**config.mk**
```make
export PLATFORM = sky130hd
export DESIGN_NAME = pixel_lane_gearbox_flat
export DESIGN_NICKNAME = d
export VERILOG_FILES = /design/src/rtl/pixel_lane_gearbox_if.sv /design/src/rtl/pixel_lane_gearbox.sv /design/src/flat_wrapper.sv
export SDC_FILE = /design/constraint.sdc
export NUM_CORES = 1
export LEC_CHECK = 0
export CORE_MARGIN = 4
export CORE_UTILIZATION = 45
export CTS_BUF_LIST = sky130_fd_sc_hd__clkbuf_4
export DETAILED_ROUTE_END_ITERATION = 7
export GPL_TIMING_DRIVEN = 0
export PLACE_DENSITY = 0.64
export SETUP_SLACK_MARGIN = 0.05
export SYNTH_ARGS = -nofsm -noshare
export SYNTH_HDL_FRONTEND = slang
export SYNTH_SLANG_ARGS = --single-unit
export TNS_END_PERCENT = 20
```
**constraint.sdc**
```tcl
create_clock -name HCLK -period 7.1 [get_ports HCLK]
set_input_delay 1.775 -clock HCLK [delete_from_list [all_inputs] [get_ports HCLK]]
set_output_delay 1.775 -clock HCLK [all_outputs]
set_load 0.1 [all_outputs]
```
**src/rtl/pixel_lane_gearbox_if.sv**
```systemverilog
// Handshake bundle for pixel_lane_gearbox: input beats, output beats, frame pulse and flush.
// The slave modport is the gearbox view; master is the producer/consumer environment view.
interface pixel_lane_gearbox_if #(
  parameter int IN_LANES  = 8,
  parameter int OUT_LANES = 2
);
  logic                    in_valid;
  logic                    in_ready;
  logic [24*IN_LANES-1:0]  in_data;
  logic                    out_valid;
  logic                    out_ready;
  logic [24*OUT_LANES-1:0] out_data;
  logic                    frame_done;
  logic                    flush;

  modport slave (
    input  in_valid, in_data, out_ready, flush,
    output in_ready, out_valid, out_data, frame_done
  );

  modport master (
    output in_valid, in_data, out_ready, flush,
    input  in_ready, out_valid, out_data, frame_done
  );
endinterface

```
**src/rtl/pixel_lane_gearbox.sv**
```systemverilog
// Lane-count gearbox for RGB888 pixel streams over a circular pixel buffer, with frame pulses.
// Optional synchronous buffer clear on `flush` is enabled by defining GEARBOX_FLUSH_EN.
module pixel_lane_gearbox #(
  parameter int IN_LANES     = 8,
  parameter int OUT_LANES    = 2,
  parameter int BUF_PIX      = 32,
  parameter int FRAME_PIXELS = 786432
) (
  input  logic                 HCLK,
  input  logic                 HRESETn,
  pixel_lane_gearbox_if.slave  bus
);

  localparam int PIX_W = 24;
  localparam int AW    = $clog2(BUF_PIX);
  localparam int CW    = AW + 1;
  localparam int FW    = $clog2(FRAME_PIXELS) + 1;

  localparam logic [CW-1:0] IN_STEP    = CW'(IN_LANES);
  localparam logic [CW-1:0] OUT_STEP   = CW'(OUT_LANES);
  localparam logic [CW-1:0] FULL_MARK  = CW'(BUF_PIX - IN_LANES);
  localparam logic [FW-1:0] FRAME_LAST = FW'(FRAME_PIXELS - OUT_LANES);

  logic [PIX_W-1:0] pix_q [BUF_PIX];
  logic [PIX_W-1:0] pix_d [BUF_PIX];
  logic [AW-1:0]    wr_ptr_q, wr_ptr_d;
  logic [AW-1:0]    rd_ptr_q, rd_ptr_d;
  logic [CW-1:0]    count_q, count_d;
  logic [FW-1:0]    out_pix_cnt_q, out_pix_cnt_d;
  logic             frame_done_q, frame_done_d;

  logic flush_hit;
  logic push;
  logic pop;

`ifdef GEARBOX_FLUSH_EN
  assign flush_hit = bus.flush;
`else
  logic unused_flush;
  assign unused_flush = bus.flush;
  assign flush_hit    = 1'b0;
`endif

  // Ready looks only at registered occupancy, never at out_ready.
  assign bus.in_ready   = HRESETn & (count_q <= FULL_MARK) & ~flush_hit;
  assign bus.out_valid  = (count_q >= OUT_STEP);
  assign bus.frame_done = frame_done_q;

  assign push = bus.in_valid & bus.in_ready;
  assign pop  = bus.out_valid & bus.out_ready & ~flush_hit;

  // NOTE: every always_comb output gets a default first, so no path leaves it unassigned and no latch is inferred.
  always_comb begin
    pix_d = pix_q;
    if (push) begin
      for (int k = 0; k < IN_LANES; k++) begin
        pix_d[wr_ptr_q + AW'(k)] = bus.in_data[PIX_W*k +: PIX_W];
      end
    end
  end

  always_comb begin
    wr_ptr_d      = wr_ptr_q;
    rd_ptr_d      = rd_ptr_q;
    count_d       = count_q;
    out_pix_cnt_d = out_pix_cnt_q;
    frame_done_d  = 1'b0;
    if (flush_hit) begin
      wr_ptr_d      = '0;
      rd_ptr_d      = '0;
      count_d       = '0;
      out_pix_cnt_d = '0;
    end else begin
      if (push) begin
        wr_ptr_d = wr_ptr_q + AW'(IN_LANES);
      end
      if (pop) begin
        rd_ptr_d = rd_ptr_q + AW'(OUT_LANES);
        if (out_pix_cnt_q == FRAME_LAST) begin
          out_pix_cnt_d = '0;
          frame_done_d  = 1'b1;
        end else begin
          out_pix_cnt_d = out_pix_cnt_q + FW'(OUT_LANES);
        end
      end
      count_d = count_q + (push ? IN_STEP : '0) - (pop ? OUT_STEP : '0);
    end
  end

  always_comb begin
    bus.out_data = '0;
    for (int k = 0; k < OUT_LANES; k++) begin
      bus.out_data[PIX_W*k +: PIX_W] = pix_q[rd_ptr_q + AW'(k)];
    end
  end

  // NOTE: the pixel array is reset as well, so out_data reads as 0 out of reset instead of X.
  always_ff @(posedge HCLK or negedge HRESETn) begin
    if (!HRESETn) begin
      for (int i = 0; i < BUF_PIX; i++) begin
        pix_q[i] <= '0;
      end
      wr_ptr_q      <= '0;
      rd_ptr_q      <= '0;
      count_q       <= '0;
      out_pix_cnt_q <= '0;
      frame_done_q  <= 1'b0;
    end else begin
      // NOTE: non-blocking updates so every flop samples pre-edge values regardless of statement order.
      pix_q         <= pix_d;
      wr_ptr_q      <= wr_ptr_d;
      rd_ptr_q      <= rd_ptr_d;
      count_q       <= count_d;
      out_pix_cnt_q <= out_pix_cnt_d;
      frame_done_q  <= frame_done_d;
    end
  end

endmodule

```
**src/flat_wrapper.sv**
```systemverilog
// flat-port wrapper written by rule: the top's interface ports become plain ports
module pixel_lane_gearbox_flat 
#(
  parameter int IN_LANES     = 8,
  parameter int OUT_LANES    = 2,
  parameter int BUF_PIX      = 32,
  parameter int FRAME_PIXELS = 786432
)
  (HCLK, HRESETn, bus_in_valid, bus_in_data, bus_out_ready, bus_flush, bus_in_ready, bus_out_valid, bus_out_data, bus_frame_done);
  pixel_lane_gearbox_if #(.IN_LANES(IN_LANES), .OUT_LANES(OUT_LANES)) bus_i ();
  input  logic HCLK;
  input  logic HRESETn;
  input wire logic [$bits(bus_i.in_valid)-1:0] bus_in_valid;
  input wire logic [$bits(bus_i.in_data)-1:0] bus_in_data;
  input wire logic [$bits(bus_i.out_ready)-1:0] bus_out_ready;
  input wire logic [$bits(bus_i.flush)-1:0] bus_flush;
  output wire logic [$bits(bus_i.in_ready)-1:0] bus_in_ready;
  output wire logic [$bits(bus_i.out_valid)-1:0] bus_out_valid;
  output wire logic [$bits(bus_i.out_data)-1:0] bus_out_data;
  output wire logic [$bits(bus_i.frame_done)-1:0] bus_frame_done;
  assign bus_i.in_valid = bus_in_valid;
  assign bus_i.in_data = bus_in_data;
  assign bus_i.out_ready = bus_out_ready;
  assign bus_i.flush = bus_flush;
  assign bus_in_ready = bus_i.in_ready;
  assign bus_out_valid = bus_i.out_valid;
  assign bus_out_data = bus_i.out_data;
  assign bus_frame_done = bus_i.frame_done;
  pixel_lane_gearbox #(.IN_LANES(IN_LANES), .OUT_LANES(OUT_LANES), .BUF_PIX(BUF_PIX), .FRAME_PIXELS(FRAME_PIXELS)) u_core (.HCLK(HCLK), .HRESETn(HRESETn), .bus(bus_i));
endmodule
```
After elaboration in Yosys (flattened, before gate mapping). Cells that the tools add are included. W data, S select, Z words.

Multipliers: 0. Mux-type cells: 35. Order comparisons: 20. Reduce and logical (&&, ||, !) cells: 8. Shift operators: 0. Add/subtract/negate cells: 13. Equality and inequality tests: 1. Divide/modulo/power cells: 0. Bitwise logic cells: 13.

Operators with widths (count): $bwmux W768 (8); $demux W24 S5 (8); $mux W24 (12); $bmux W24 S5 (2); $ge A6 B6 Y1 const B (10); $not A5 Y6 (10); $lt A6 B1 Y1 const B (8); $add A21 B2 Y21 const B (1); $eq A21 B20 Y1 const B (1); $mux W21 (1); $add A5 B3 Y5 const B (4); $add A5 B2 Y5 const B (3); $add A5 B1 Y5 const B (2); $logic_and A1 B1 Y1 (8); $add A6 B6 Y6 (1); $ge A6 B2 Y1 const B (1); $le A6 B5 Y1 const B (1); $sub A6 B6 Y6 (1); $add A5 B4 Y5 const B (1); $mux W4 (1); $and A1 B1 Y1 (3); $mux W1 (2); $mux W2 (1).

Memories: 0. Input bits: 197. RAM bits: 0. Bits in registers: 806. Bits in latches: 0. ROM bits: 0.

Longest topological paths before layout. Gate-level depths: netlist (run 1).

Word-level depth: 13. Mapped depth: 13. Mapped depth without buffers: 13.

Worst setup path before layout (run 1). OpenSTA, ideal clock, no wires.

Kind: input-to-output. From: in HRESETn. To: out bus_in_ready. Required time: 5.325 ns. Setup slack: 2.830 ns. Path buffers: 0. Stages on the path: 1. Arrival time: 2.495 ns. Path through: o21a_1.

Cells in the longest elaborated chain, start to end: 1.

Ends and longest elaborated chain: start: declaration (RTL line flat_wrapper.sv:12) `input logic HRESETn;`; $and A1 B1 Y1 (RTL line pixel_lane_gearbox.sv:45) `assign bus.in_ready = HRESETn & (count_q <= FULL_MARK) & ~flush_hit;`; end: declaration (RTL line flat_wrapper.sv:17) `output wire logic [$bits(bus_i.in_ready)-1:0] bus_in_ready;`.

No other way between the ends.

Final worst setup path (run 1).
From: reg u_core.rd_ptr_q[2]. To: out bus_out_data[3].

Cells in the longest elaborated chain, start to end: 4.

Ends and longest elaborated chain: start: declaration (RTL line pixel_lane_gearbox.sv:27) `logic [AW-1:0] rd_ptr_q, rd_ptr_d;`; start signal: assignment (RTL line pixel_lane_gearbox.sv:112) `rd_ptr_q <= rd_ptr_d;`; $not A5 Y6 (not written as such) (RTL line pixel_lane_gearbox.sv:93) `bus.out_data[PIX_W*k +: PIX_W] = pix_q[rd_ptr_q + AW'(k)];`; $bmux W24 S5 (RTL line pixel_lane_gearbox.sv:93); $mux W24 (not written as such) (2 in series) (RTL line pixel_lane_gearbox.sv:93); end: declaration (RTL line flat_wrapper.sv:19) `output wire logic [$bits(bus_i.out_data)-1:0] bus_out_data;`.

No other way between the ends. The select of a mux whose other input is x is not followed.

==> results of run 1 <==
-- report_power, final --
part,internal [W],leakage [nW],switching (W)
sequential,0.00675,9.89,0.00115
combinational,0.00450,7.09,0.00590
clock,0.00217,1.64,0.00191
-- worst register-to-register path: cells and delay by family, from the launching register on --
family                   cells  cell delay [ns]
XOR/XNOR                     1             0.17
flip-flops                   1             0.38
AO/OA/AOI/OAI                2             0.35
AND/OR/NAND/NOR              2             0.81
adder cells (fa/ha/maj)      3             0.64
buffers and inverters        5             0.70
-- Yosys cell counts --
master      n
a22oi_1    96
nor3_1      6
o211a_1     1
nor2_1      9
buf_2     105
nor2b_1     2
nor4bb_1    1
ha_1       13
or3_1       2
a21o_1      2
and4_1      1
nor4b_2     1
and3_1      2
xnor2_1    14
or4_1       2
o21a_1      1
inv_1      15
nand3_1     8
o31a_2      1
inv_2       1
dfrtp_1   800
or4b_1      1
nand2_1    66
mux4_2    192
mux2i_1     1
nor4_1      4
a21oi_1     8
mux2_2    768
and4bb_2    1
nand4_1     5
o31ai_1     3
o21ba_2     1
and4_2      1
buf_1       5
fa_1        1
and2_1      2
o21ai_0     4
xor2_1      6
clkbuf_1   42
-- cell families after synthesis --
kind of cell	after synthesis	synth area share [%]
XOR/XNOR	20	0.493
AO/OA/AOI/OAI	117	2.41
multiplexers	961	36.6
buffers and inverters	168	2.15
adder cells (fa/ha/maj)	14	0.514
AND/OR/NAND/NOR	114	1.52
flip-flops	800	56.4
-- flip-flops by register name (all words and copies together), names as in the netlist --
register,count
u_core.pix_q,768
u_core.out_pix_cnt_q,20
u_core.rd_ptr_q,4
u_core.wr_ptr_q,2
u_core.bus.frame_done,1
u_core.count_q,5
-- metal layers --
layer | track usage, % | routed length (um) | vias up
li1 | - | - | 9358
met1 | 33.4 | 43800 | 11900
met2 | 41.5 | 51200 | 739
met3 | 6.32 | 6910 | 185
met4 | 8.57 | 2470 | 2
met5 | 0 | 10 | -
-- cell type report --
type                       instances  area share, %
timing repair buffer             253           6.30
multi-input combinational       1226           34.9
buffer                           152           1.66
clock inverter                    58          0.856
antenna                            8         0.0474
inverter                          16          0.142
clock buffer                     316           5.62
sequential                       800           47.4
tap                             1040           3.08
-- how the worst max path moves through the flow --
stage,depth (start not counted),end,slack [ns],start
finish,7,bus_out_data[3],0.40,u_core.rd_ptr_q[2]$_DFFE_PN0P_
floorplan,1,bus_in_ready,2.83,HRESETn
detailed placement,6,bus_in_ready,0.03,HRESETn
CTS,7,bus_out_data[6],0.27,u_core.rd_ptr_q[2]$_DFFE_PN0P_
global route,6,bus_in_ready,0.06,HRESETn
global placement,1,u_core.pix_q[465]$_DFFE_PN0P_,-30.49,HRESETn
-- metrics by stage --
stage	setup WS, ns	cell area [um2]	hold slack (ns)	total power [W]	cells
2_1_floorplan	2.83	35500	0.434	0.0154	2194
3_3_place_gp	-30.49	39300	0.450	0.0181	3480
3_5_place_dp	0.0271	39500	0.463	0.0184	3487
4_1_cts	0.274	42200	0.476	0.0225	3861
5_1_grt	0.0613	42200	0.493	0.0235	3867
6_report	0.398	42200	0.470	0.0224	3869
-- repair_timing --
action	4_1_cts	5_1_grt
setup endpoints to repair	1	0
resized for setup	1	0
endpoints found under the hold margin	0	0
==> impl_metrics.csv, run 1 <==
group,metric,value,unit
setup_path,worst_path_largest_cell_delay,1.18,ns
clocking,ctsRootBufferMaster,"clkbuf_4",
yosys,ys_types,39,
pwr,ir_drop,0.000645,V
setup_path,worstPathCellList,"clkbuf_1 > clkbuf_1 > clkbuf_1 > mux4_2 > a22oi_1 > nand2_1 > clkdlybuf4s50_1",
setup_path,critPathBufInv,4,
yosys,ys_ff_latch,800,
setup_path,r2r_cells,13,
layout,final_nets,2871,
timing,worstMarginPinSlew,1.20,ns
setup_path,worstSetupPathType,"reg2out",
drt,initialDrtViolationCount,1593,
setup_path,worstPathMaxFanout,10,
global_routing,grt_max_degree,130,
layout,mostFrequentLayoutCell,"dfrtp_1",
drt,drc,0,
min_path,min-delay-start,"u_core.out_pix_cnt_q[20]$_DFFE_PN0P_",
setup_path,reg2reg_from,"u_core.count_q[5]$_DFF_PN0_",
timing,drv_slew,0,
floorplanning,die_w,289,um
floorplanning,ios,248,
yosys,netlist_top_cells_area,"dfrtp_1 (56%), mux2_2 (24%), mux4_2 (12%), a22oi_1 (2.0%), buf_2 (1.5%)",
layout,postLayoutCoreUtil,54.2,%
setup_path,reg2reg_to,"u_core.count_q[5]$_DFF_PN0_",
yosys,syn_area,35500,um2
clocking,path_clk_slew,0.06,ns
layout,multiInputGateArea,14700,um2
layout,final-seq-area,20000,um2
yosys,synth_fp_nets,2405,
run,maxCapViolations,0,
run_status,status,"completed",
drt,wl_per_cell,27.0,um
min_path,whs_path_depth,1,
layout,final_cell_mix,"dfrtp_1 (800), mux2_2 (768), clkbuf_4 (316), clkdlybuf4s50_1 (244), mux4_2 (192)",
timing,setup_viol,0,
floorplanning,core,77800,um2
global_routing,groute.usage.overall,25.4,%
setup_path,worst_path_most_repeated_cell,"clkbuf_1",
floorplanning,start_util,45.6,%
global_routing,grt_pass1_vias,24600,
drt,ant_nets,0,
drt,via_per_inst,5.73,
min_path,min_path_type,"reg2reg",
setup_path,crit_family,"buffers and inverters",
timing,fin_tns_setup,0,ns
drt,num_vias,22200,
pwr,powerDensity,530,nW/um2
clocking,cts_sinks,800,
clocking,clkLatencyLatePin,1.06,ns
place,dp_hpwl,68300,um
pwr,cellLeakagePower,18.6,nW
layout,fill_cells,6441,
timing,hold_viol_final,0,
layout,drive_above_1_share,50.2,%
timing,max_freq,0.149,GHz
setup_path,start_kind,"flop",
setup_path,cp_slowest_cell,"clkdlybuf4s50_1",
clocking,cts_htree_levels,4,
clocking,cts_made_buffers,211,
yosys,yosys_warnings,0,
floorplanning,die_area,83500,um2
floorplanning,chipHeight,289,um
timing,rsz0062_at_grt,"false",
clocking,clk_path_buf_depth,3,
place,gp_routability_congestion,0.805,
timing,max-slew-margin-rel,19.7,%
clocking,ctsHoldBuffers,0,
setup_path,cp.arrival,4.93,ns
drt,drt_wl_total,104000,um
global_routing,grt_first_pass_wirelength,155000,um
place,port_buffers,246,
setup_path,rrSetupSlack,3.96,ns
drt,dr.pass1.iters,5,
global_routing,overflow,0,
timing,period_minus_slack,6.70,ns
yosys,syn-instance-count,2194,
timing,finalCritPeriodShare,94.4,%
floorplanning,rows,102,
setup_path,endpoint_kind,"output pin",
yosys,yosysTopAreaCell,"dfrtp_1",
min_path,hold_path_end,"u_core.out_pix_cnt_q[20]$_DFFE_PN0P_",
timing,clock-skew-final,0.0701,ns
clocking,cts_tree,"built",
yosys,syn_area_per_cell,16.2,um2
clocking,post-cts-setup-buffers,0,
yosys,seq_area_frac_synth,56.4,%
layout,area_growth_syn_to_layout,18.9,%
global_routing,antenna_found_initial,7,
yosys,synth_top_area_share,56.4,%
setup_path,cp.required,5.33,ns
Note: power is estimated with default switching activity, not from simulation.
==> run 2: changes to the inputs <==
--- a/config.mk
+++ b/config.mk
@@ -9,6 +9,7 @@
 export CORE_UTILIZATION = 45
 export CTS_BUF_LIST = sky130_fd_sc_hd__clkbuf_4
 export DETAILED_ROUTE_END_ITERATION = 7
+export GPL_ROUTABILITY_DRIVEN = 0
 export GPL_TIMING_DRIVEN = 0
 export PLACE_DENSITY = 0.64
 export SETUP_SLACK_MARGIN = 0.05
==> results of run 2 <==
Final layout, timing and power as in run 1 (identical DEF).
